==> src/rtl/cpu_bus_phase_ctrl_if.sv <==
// cpu_bus_phase_ctrl_if: CPU-side bus strobes and HALT/BA/BS handshake bundle.
// master = phase/halt controller, slave = CPU core and halt requesters.
interface cpu_bus_phase_ctrl_if #(
    parameter int NREQ = 2
);
    logic            RnW;
    logic            BA;
    logic            BS;
    logic [NREQ-1:0] HALTREQ;
    logic            E;
    logic            Q;
    logic            E_FALL;
    logic            HALTn;
    logic [NREQ-1:0] HALTGNT;
    logic            TMO;
    logic            HALTSTn;
    logic            QANDEn;
    logic            WTQEn;
    logic            RDQEn;

    modport master (
        input  RnW, BA, BS, HALTREQ,
        output E, Q, E_FALL, HALTn, HALTGNT, TMO, HALTSTn, QANDEn, WTQEn, RDQEn
    );

    modport slave (
        output RnW, BA, BS, HALTREQ,
        input  E, Q, E_FALL, HALTn, HALTGNT, TMO, HALTSTn, QANDEn, WTQEn, RDQEn
    );
endinterface

==> src/rtl/cpu_bus_phase_ctrl.sv <==
// cpu_bus_phase_ctrl: E/Q quadrature generator, bus strobes and multi-source HALT arbiter.
// Define HALT_ROUND_ROBIN_EN for rotating halt priority; default is fixed (index 0 highest).
module cpu_bus_phase_ctrl #(
    parameter int DIV     = 1,
    parameter int NREQ    = 2,
    parameter int TIMEOUT = 255
) (
    input logic                  SCPUCLK,
    input logic                  RESETBn,
    cpu_bus_phase_ctrl_if.master bus
);
    localparam int DW = DIV > 1 ? $clog2(DIV) : 1;
    localparam int WW = NREQ > 1 ? $clog2(NREQ) : 1;
    localparam int CW = $clog2(TIMEOUT + 1);
    localparam logic [1:0] S_IDLE = 2'd0, S_REQ = 2'd1, S_HALTED = 2'd2, S_RELEASE = 2'd3;

    logic [DW-1:0]   div_q, div_d;
    logic [1:0]      qtr_q, qtr_d;
    logic            e_q, q_q, fall_q, step;
    logic [1:0]      st_q, st_d;
    logic [WW-1:0]   win_q, win_d, sel, base;
    logic [CW-1:0]   cnt_q, cnt_d;
    logic            halt_n_q, halt_n_d, tmo_q, tmo_d;
    logic [NREQ-1:0] gnt_q, gnt_d;
    logic            req_w, ack;

    assign step  = div_q == DW'(DIV - 1);
    assign div_d = step ? '0 : div_q + 1'b1;
    assign qtr_d = step ? qtr_q + 2'd1 : qtr_q;
    assign req_w = bus.HALTREQ[win_q];
    assign ack   = bus.BA & bus.BS;

`ifdef HALT_ROUND_ROBIN_EN
    logic [WW-1:0] ptr_q, ptr_d;
    assign ptr_d = (st_q == S_REQ && st_d == S_HALTED) ? (win_q == WW'(NREQ - 1) ? '0 : win_q + 1'b1) : ptr_q;
    always_ff @(posedge SCPUCLK) begin
        ptr_q <= !RESETBn ? '0 : ptr_d;
    end
`endif

    // Scan from the highest offset down so the lowest offset from base wins.
    always_comb begin
`ifdef HALT_ROUND_ROBIN_EN
        base = ptr_q;
`else
        base = '0;
`endif
        sel = '0;
        for (int i = NREQ - 1; i >= 0; i--) begin
            if (bus.HALTREQ[WW'((int'(base) + i) % NREQ)]) sel = WW'((int'(base) + i) % NREQ);
        end
    end

    // The grant tracks the winner's request and BA&BS every clock; everything else waits for E_FALL.
    always_comb begin
        st_d     = st_q;
        win_d    = win_q;
        cnt_d    = cnt_q;
        halt_n_d = halt_n_q;
        gnt_d    = gnt_q;
        tmo_d    = 1'b0;
        if (st_q == S_HALTED && !(req_w && ack)) gnt_d = '0;
        if (fall_q) begin
            if (st_q == S_IDLE && |bus.HALTREQ) begin
                st_d     = S_REQ;
                win_d    = sel;
                cnt_d    = '0;
                halt_n_d = 1'b0;
            end else if (st_q == S_REQ) begin
                cnt_d = cnt_q == CW'(TIMEOUT) ? cnt_q : cnt_q + 1'b1;
                if (!req_w) begin
                    st_d     = S_RELEASE;
                    halt_n_d = 1'b1;
                end else if (ack) begin
                    st_d  = S_HALTED;
                    gnt_d = NREQ'(1) << win_q;
                end else if (cnt_d == CW'(TIMEOUT)) begin
                    st_d     = S_RELEASE;
                    halt_n_d = 1'b1;
                    tmo_d    = 1'b1;
                end
            end else if (st_q == S_HALTED && gnt_q == '0) begin
                st_d     = S_RELEASE;
                halt_n_d = 1'b1;
            end else if (st_q == S_RELEASE && !bus.BA) begin
                st_d = S_IDLE;
            end
        end
    end

    always_ff @(posedge SCPUCLK) begin
        if (!RESETBn) begin
            div_q    <= '0;
            qtr_q    <= 2'd3;
            e_q      <= 1'b0;
            q_q      <= 1'b0;
            fall_q   <= 1'b0;
            st_q     <= S_IDLE;
            win_q    <= '0;
            cnt_q    <= '0;
            halt_n_q <= 1'b1;
            gnt_q    <= '0;
            tmo_q    <= 1'b0;
        end else begin
            div_q    <= div_d;
            qtr_q    <= qtr_d;
            e_q      <= qtr_d[0] ^ qtr_d[1];
            q_q      <= ~qtr_d[1];
            fall_q   <= step && qtr_d == 2'd3;
            st_q     <= st_d;
            win_q    <= win_d;
            cnt_q    <= cnt_d;
            halt_n_q <= halt_n_d;
            gnt_q    <= gnt_d;
            tmo_q    <= tmo_d;
        end
    end

    assign bus.E       = e_q;
    assign bus.Q       = q_q;
    assign bus.E_FALL  = fall_q;
    assign bus.HALTn   = halt_n_q;
    assign bus.HALTGNT = gnt_q;
    assign bus.TMO     = tmo_q;
    assign bus.HALTSTn = ~ack;
    assign bus.QANDEn  = ~(q_q & e_q);
    assign bus.WTQEn   = ~(q_q & e_q) | bus.RnW;
    assign bus.RDQEn   = ~((q_q | e_q) & bus.RnW);
endmodule
==> src/flat_wrapper.sv <==
// flat-port wrapper written by rule: the top's interface ports become plain ports
module cpu_bus_phase_ctrl_flat 
#(
    parameter int DIV     = 1,
    parameter int NREQ    = 2,
    parameter int TIMEOUT = 255
)
  (SCPUCLK, RESETBn, bus_RnW, bus_BA, bus_BS, bus_HALTREQ, bus_E, bus_Q, bus_E_FALL, bus_HALTn, bus_HALTGNT, bus_TMO, bus_HALTSTn, bus_QANDEn, bus_WTQEn, bus_RDQEn);
  cpu_bus_phase_ctrl_if #(.NREQ(NREQ)) bus_i ();
  input logic SCPUCLK;
  input logic RESETBn;
  input wire logic [$bits(bus_i.RnW)-1:0] bus_RnW;
  input wire logic [$bits(bus_i.BA)-1:0] bus_BA;
  input wire logic [$bits(bus_i.BS)-1:0] bus_BS;
  input wire logic [$bits(bus_i.HALTREQ)-1:0] bus_HALTREQ;
  output wire logic [$bits(bus_i.E)-1:0] bus_E;
  output wire logic [$bits(bus_i.Q)-1:0] bus_Q;
  output wire logic [$bits(bus_i.E_FALL)-1:0] bus_E_FALL;
  output wire logic [$bits(bus_i.HALTn)-1:0] bus_HALTn;
  output wire logic [$bits(bus_i.HALTGNT)-1:0] bus_HALTGNT;
  output wire logic [$bits(bus_i.TMO)-1:0] bus_TMO;
  output wire logic [$bits(bus_i.HALTSTn)-1:0] bus_HALTSTn;
  output wire logic [$bits(bus_i.QANDEn)-1:0] bus_QANDEn;
  output wire logic [$bits(bus_i.WTQEn)-1:0] bus_WTQEn;
  output wire logic [$bits(bus_i.RDQEn)-1:0] bus_RDQEn;
  assign bus_i.RnW = bus_RnW;
  assign bus_i.BA = bus_BA;
  assign bus_i.BS = bus_BS;
  assign bus_i.HALTREQ = bus_HALTREQ;
  assign bus_E = bus_i.E;
  assign bus_Q = bus_i.Q;
  assign bus_E_FALL = bus_i.E_FALL;
  assign bus_HALTn = bus_i.HALTn;
  assign bus_HALTGNT = bus_i.HALTGNT;
  assign bus_TMO = bus_i.TMO;
  assign bus_HALTSTn = bus_i.HALTSTn;
  assign bus_QANDEn = bus_i.QANDEn;
  assign bus_WTQEn = bus_i.WTQEn;
  assign bus_RDQEn = bus_i.RDQEn;
  cpu_bus_phase_ctrl #(.DIV(DIV), .NREQ(NREQ), .TIMEOUT(TIMEOUT)) u_core (.SCPUCLK(SCPUCLK), .RESETBn(RESETBn), .bus(bus_i));
endmodule
==> config.mk <==
export PLATFORM = sky130hd
export DESIGN_NAME = cpu_bus_phase_ctrl_flat
export DESIGN_NICKNAME = d
export VERILOG_FILES = /design/src/rtl/cpu_bus_phase_ctrl_if.sv /design/src/rtl/cpu_bus_phase_ctrl.sv /design/src/flat_wrapper.sv
export SDC_FILE = /design/constraint.sdc
export NUM_CORES = 1
export LEC_CHECK = 0
export CORE_ASPECT_RATIO = 1.25
export CORE_MARGIN = 1
export CORE_UTILIZATION = 51
export DETAILED_ROUTE_END_ITERATION = 10
export HOLD_SLACK_MARGIN = 0.03
export PLACE_DENSITY = 0.79
export SLEW_MARGIN = 25
export SYNTH_ARGS = -nofsm -noshare
export SYNTH_HDL_FRONTEND = slang
export SYNTH_SLANG_ARGS = --single-unit
export TNS_END_PERCENT = 10
==> constraint.sdc <==
create_clock -name SCPUCLK -period 1.7 [get_ports SCPUCLK]
set_input_delay 0.51 -clock SCPUCLK [delete_from_list [all_inputs] [get_ports SCPUCLK]]
set_output_delay 0.51 -clock SCPUCLK [all_outputs]
set_load 0.01 [all_outputs]
==> results.ini, run 1 <==
[synth]
synth-edff-count=0
synth_seq_area_share_pct=37.3
yosys_warnings=0
avgSynthCellArea_um2=8.45
synth_fp_nets=136
ys_top_cells_by_area=dfxtp_1, a21oi_1, nand2_1
synth_area_um2=1070
yosys.area.top_type_share_pct=37.3
ys_ff_latch=20
synthCells=127
async_flop_share_pct=0
synth_top_area_cell=dfxtp_1
synth.distinct_cells=46
ys.flop_type=dfxtp_1

[floorplan]
die_y_um=53.3
start_util_pct=54.2
row_count=18
die_area_um2=2290
die_x_um=43.0
core_area_um2=1980
io_pins=18

[placement]
gp_congestion=0.912
dp_worst_setup_slack_ns=-0.503
port_buffers=17
hpwl_mm=1.98
place_area_um2=1380

[outcome]
status=finished clean

[worst_setup_path]
crit_fanout=1
worstPathArrival_ns=1.15
crit_path_end_kind=output pin
cp_top_family=buffers and inverters
startpoint_type=flop
crit_path_cell_trace=clkdlybuf4s50_1
path_buf_inv=1
ff2ff_path_depth=5
path_class=flop to output pin
crit_slowest_cell=clkdlybuf4s50_1
cp_data_required_time_ns=1.19
worst-path-stages=1
cpPeakStageDelay_ns=0.52

[layout]
num_antenna_cells=0
design_area_um2=1420
drive_gt1_share_pct=25.8
area_growth_pct=31.8
fill_cells=159
layout.nets=173

[min_path]
whs_path_depth=1
hold_path_class=flop to flop

[clock_network]
cts_num_sinks=20
holdBufCountCts=0
clk-insertion-delay-late_ns=0.31
root_buffer=clkbuf_4
cts.htree.levels=1
cts_buffer_depth=2
cts_tree=yes
post_cts_buffers=0
clk_pin_slew_worst_paths_ns=0.11
numCtsBuffers=3

[routing]
first_iter_violations=15
wl_per_cell_um=14.1
via_per_inst=6.02
wl_met1_mm=1.15
firstDrtPassIters=4
routed_wl_mm=2.59
dr_total_vias=1101
routed-wl-met3_um=69
highest_layer=met4
ant_nets=0
met2_length_mm=1.32
drc=0

[timing]
min_period_over_period_pct=97.5
maxSlewViolCount=0
setup_viol=0
rsz0062_at_grt=true
min_period_ns=1.66
worst_slack_ns=0.0425
hold_viol=0
whs_ns=0.473
skew_ns=0.00558
fmax_mhz=603

[global_routing]
track_usage_pct=24.4
grt_pass1_vias=989
grt_pass1_wl_mm=4.26
overflow=0
antenna_found_initial=0
grt_start_max_net_pins=13

[power_and_ir_drop]
power_w=0.000938
p_leak_nw=0.589
peakVddDrop_mv=0.662
p_per_area_nw_per_um2=663

[flow_run]
cap_violations=0

==> synthesized netlist by cell type, types with 2 or more instances <==
cell type,count
dfxtp_1,20
a21oi_1,11
nand2_1,11
nor2_1,11
o21ai_0,7
a31oi_1,6
nand3_1,5
nor3_1,5
inv_1,4
a22oi_1,3
and2_2,2
and3_1,2
and3_4,2
buf_2,2
ha_1,2
nand4_1,2
nor2b_1,2
xnor2_1,2
==> cell type report <==
cell class	count	area [um^2]	area share, %
Multi-Input combinational cell	98	631	44.6
Sequential cell	20	403	28.5
Timing Repair Buffer	36	302	21.3
Clock buffer	4	36.3	2.56
Tap cell	20	25.0	1.77
Inverter	5	18.8	1.33
==> worst reg2reg max path, stage by stage, from the launching register on <==
cell and delay, ns:
dfxtp_1 0.62, nand2_4 0.09, nor2_2 0.32, buf_4 0.21, a21oi_1 0.07, a211oi_1 0.21
==> path summary, 6_finish.rpt <==
check                       from                 to  slack [ns]
setup / recovery  u_core.bus.TMO            bus_TMO        0.04
hold / removal      u_core.div_q  u_core.bus.E_FALL        0.47
setup reg to reg  u_core.st_q[0]    u_core.cnt_q[2]        0.11
hold reg to reg     u_core.div_q  u_core.bus.E_FALL        0.47
==> kinds of logic (layout without fill, tap and decap cells) <==
logic type      count (synthesis)  count (layout)  share of synthesized area, %
fa+ha+maj                       2               2                          2.33
flops                          20              20                          37.3
mux                             1               1                         0.932
other cells                     1               1                         0.349
compound gates                 38              38                          23.5
buf+inv                         9              45                          4.43
simple gates                   54              54                          29.5
xor+xnor                        2               2                          1.63
==> registers in the layout (all words and copies together), names as in the netlist <==
| name | flops |
|---|---|
| u_core.cnt_q | 8 |
| u_core.div_q | 1 |
| u_core.bus.TMO | 1 |
| u_core.bus.E_FALL | 1 |
| u_core.bus.E | 1 |
| u_core.bus.HALTGNT | 2 |
| u_core.bus.HALTn | 1 |
| u_core.qtr_q | 2 |
| u_core.st_q | 2 |
| u_core.bus.Q | 1 |
==> cell usage in the layout, fill, tap and decap left out, types with 2 or more instances in the layout <==
cell type,Yosys,final
buf_4,1,19
dfxtp_1,20,18
nand2_1,11,11
a21oi_1,11,11
nor2_1,11,11
dlygate4sd2_1,0,9
o21ai_0,7,7
a31oi_1,6,6
nor3_1,5,5
nand3_1,5,5
inv_1,4,4
clkdlybuf4s50_1,0,4
a22oi_1,3,3
clkbuf_4,0,3
nor2b_1,2,2
xnor2_1,2,2
and3_4,2,2
nand4_1,2,2
and2_2,2,2
and3_1,2,2
dfxtp_2,0,2
==> layer usage <==
metal | up-vias | track usage [%]
met5 | - | 0
met4 | 0 | 9.09
met3 | 6 | 2.05
met2 | 21 | 42.4
met1 | 533 | 31.1
li1 | 541 | -
==> timing repair <==
action / CTS / global route
pin swaps: 0 / 2
gates resized for setup: 24 / 2
setup endpoints to repair: 10 / 4
==> metrics by stage <==
| stage | utilization, % | instances | setup TNS, ns |
|---|---|---|---|
| after CTS | 71.1 | 183 | 0 |
| final | 71.4 | 183 | 0 |
| after detailed placement | 69.8 | 179 | -2.73 |
| after global placement | 69.8 | 179 | -2.51 |
| after global routing | 71.4 | 183 | -0.00396 |
| after floorplan | - | 127 | 0 |
==> where the power goes <==
group	internal [W]	leakage, nW	switching (W)	total (W)
Clock	0.000131	0.0210	0.000153	0.000283
Sequential	0.000488	0.164	0.0000178	0.000506
Combinational	0.0000800	0.404	0.0000682	0.000148
Note: power is estimated with default switching activity, not from simulation.
==> run 2: changes to the inputs <==
--- a/config.mk
+++ b/config.mk
@@ -7,10 +7,10 @@
 export LEC_CHECK = 0
 export CORE_ASPECT_RATIO = 1.25
 export CORE_MARGIN = 1
-export CORE_UTILIZATION = 51
+export CORE_UTILIZATION = 46
 export DETAILED_ROUTE_END_ITERATION = 10
 export HOLD_SLACK_MARGIN = 0.03
-export PLACE_DENSITY = 0.79
+export PLACE_DENSITY = 0.75
 export SLEW_MARGIN = 25
 export SYNTH_ARGS = -nofsm -noshare
 export SYNTH_HDL_FRONTEND = slang
==> constraint.sdc (replaced) <==
create_clock -name SCPUCLK -period 1.3 [get_ports SCPUCLK]
set_input_delay 0.39 -clock SCPUCLK [delete_from_list [all_inputs] [get_ports SCPUCLK]]
set_output_delay 0.39 -clock SCPUCLK [all_outputs]
set_load 0.01 [all_outputs]
==> results.ini, run 2 (synthesis gave the netlist of run 1 again) <==
[timing]
worst_slack_ns=-0.160  ; was 0.0425 ns
min_period_over_period_pct=112
skew_ns=0.00376  ; was 0.00558 ns
maxSlewViolCount=0  ; unchanged
min_period_ns=1.46
fmax_mhz=685
hold_viol=0  ; unchanged
setup_viol=12  ; was 0
rsz0062_at_grt=true  ; unchanged

[clock_network]
root_buffer=clkbuf_4  ; unchanged
cts_tree=yes  ; unchanged
numCtsBuffers=3  ; unchanged
holdBufCountCts=0  ; unchanged
clk-insertion-delay-late_ns=0.32  ; was 0.31 ns
cts_num_sinks=20  ; unchanged
cts.htree.levels=1  ; unchanged
clk_pin_slew_worst_paths_ns=0.12  ; was 0.11 ns
cts_buffer_depth=2  ; unchanged

[layout]
largest_reg_flops=8  ; unchanged
final_cell_mix=buf_4, nand2_1, nor2_1  ; was buf_4, dfxtp_1, nand2_1, a21oi_1, nor2_1
fin_util_pct=75.5  ; was 71.4%
fin_cells=212  ; was 183
area_growth_pct=55.5  ; was 31.8%
fill_cells=166  ; was 159
drive_gt1_share_pct=48.6  ; was 25.8%
num_antenna_cells=0  ; unchanged
layout.nets=191  ; was 173
regMostFlops=u_core.cnt_q  ; unchanged
design_area_um2=1670  ; was 1420 um^2
layout_commonest_cell=buf_4  ; unchanged

[routing]
ant_nets=0  ; unchanged
first_iter_violations=43  ; was 15
firstDrtPassIters=4  ; unchanged
wl_per_cell_um=15.0  ; was 14.1 um
dr_total_vias=1153  ; was 1101
via_per_inst=5.44  ; was 6.02
drc=0  ; unchanged
routed_wl_mm=3.18  ; was 2.59 mm

[min_path]
min-delay-start=u_core.div_q  ; unchanged
hold_path_class=flop to flop  ; unchanged

[floorplan]
die_y_um=56.0  ; was 53.3 um
row_count=19  ; was 18
die_area_um2=2530  ; was 2290 um^2
die_x_um=45.2  ; was 43.0 um
core_area_um2=2210  ; was 1980 um^2
start_util_pct=48.6  ; was 54.2%
io_pins=18  ; unchanged

[flow_run]
cap_violations=0  ; unchanged

[placement]
hpwl_mm=2.22  ; was 1.98 mm
place_inst=205  ; was 179
gp_congestion=0.842  ; was 0.912
port_buffers=17  ; unchanged
place_area_um2=1530  ; was 1380 um^2

[worst_setup_path]
setup.worst_path.start=u_core.cnt_q[1]  ; was u_core.bus.TMO
reg2reg_slack_ns=-0.16  ; was 0.11 ns
cpPeakStageDelay_ns=0.39  ; was 0.52 ns
startpoint_type=flop  ; unchanged
reg2reg_from=u_core.cnt_q[1]  ; was u_core.st_q[0]
cp_data_required_time_ns=1.55  ; was 1.19 ns
crit_path_end_kind=flop  ; was output pin
reg2reg_to=u_core.st_q[1]  ; was u_core.cnt_q[2]
crit_fanout=4  ; was 1
crit_slowest_cell=dfxtp_4  ; was clkdlybuf4s50_1
path_class=flop to flop  ; was flop to output pin
cp-endpoint=u_core.st_q[1]  ; was bus_TMO
worstPathArrival_ns=1.71  ; was 1.15 ns
ff2ff_path_depth=6  ; was 5
crit_path_cell_trace=ha_4, nand2_4, o2111ai_4, o2111a_1, nand4_4, a31oi_1  ; was clkdlybuf4s50_1

[power_and_ir_drop]
peakVddDrop_mv=0.838  ; was 0.662 mV
power_w=0.00132  ; was 0.000938 W
p_leak_nw=0.737  ; was 0.589 nW
p_per_area_nw_per_um2=792  ; was 663 nW/um^2

[global_routing]
grt_start_max_net_pins=13  ; unchanged
grt_pass1_wl_mm=5.13  ; was 4.26 mm
track_usage_pct=27.9  ; was 24.4%
antenna_found_initial=0  ; unchanged
overflow=0  ; unchanged
grt_pass1_vias=1181  ; was 989

[outcome]
status=finished with violations  ; was finished clean
violations=setup timing

run 2: what timing repair did:
item                                    4_1_cts  5_1_grt
pin swaps                                    12        3
endpoints found under the setup margin       25       22
resized for setup                            57       17
buffers inserted                              3        0
cloned                                        0        0
run 2: worst min-delay path by stage:
stage / end / cells after the start
after floorplan: u_core.bus.E_FALL / 1
after global placement: u_core.bus.E_FALL / 1
after detailed placement: u_core.bus.E_FALL / 1
after CTS: u_core.bus.HALTGNT[1] / 2
after global routing: u_core.bus.E_FALL / 1
final: u_core.bus.E_FALL / 1
run 2: stage by stage:
stage	worst slack [ns]	hold WS [ns]	setup TNS, ns
floorplan	-0.0323	0.426	-0.108
global placement	-0.650	0.454	-6.22
detailed placement	-0.657	0.459	-6.79
CTS	-0.166	0.485	-0.952
global route	-0.208	0.489	-1.84
finish	-0.160	0.470	-1.12
run 2: power breakdown:
part,leakage (nW),switching [W],internal (W),total (W)
registers,0.168,0.0000220,0.000638,0.000660
logic,0.542,0.000102,0.000116,0.000218
clock network,0.0261,0.000209,0.000235,0.000444
total,0.737,0.000332,0.000989,0.00132
run 2: layer usage:
layer,vias up,part of all wire (%),track usage (%),routed length [um]
met5,-,0,0,0
met4,0,1.6,14.7,51
met2,25,56,50.1,1780
li1,576,-,-,-
met3,6,2.7,4.22,85
met1,546,40,29.4,1260
run 2: layout make-up:
type	instances	area (um^2)	share of cell area, %
Multi-Input combinational cell	98	736	44.1
Tap cell	31	38.8	2.32
Inverter	5	18.8	1.12
Timing Repair Buffer	54	405	24.3
Clock buffer	4	47.5	2.85
Sequential cell	20	423	25.3
run 2: critical path: cells and delay by family, from the launching register on:
family	cells	cell delay, ns
flops	1	0.39
compound gates	3	0.63
simple gates	2	0.21
fa+ha+maj	1	0.16
==> run 3: changes to the inputs <==
--- a/config.mk
+++ b/config.mk
@@ -8,6 +8,7 @@
 export CORE_ASPECT_RATIO = 1.25
 export CORE_MARGIN = 1
 export CORE_UTILIZATION = 46
+export CTS_CLUSTER_SIZE = 10
 export DETAILED_ROUTE_END_ITERATION = 10
 export HOLD_SLACK_MARGIN = 0.03
 export PLACE_DENSITY = 0.75
==> results of run 3 <==
Final layout, timing and power as in run 2 (identical DEF).
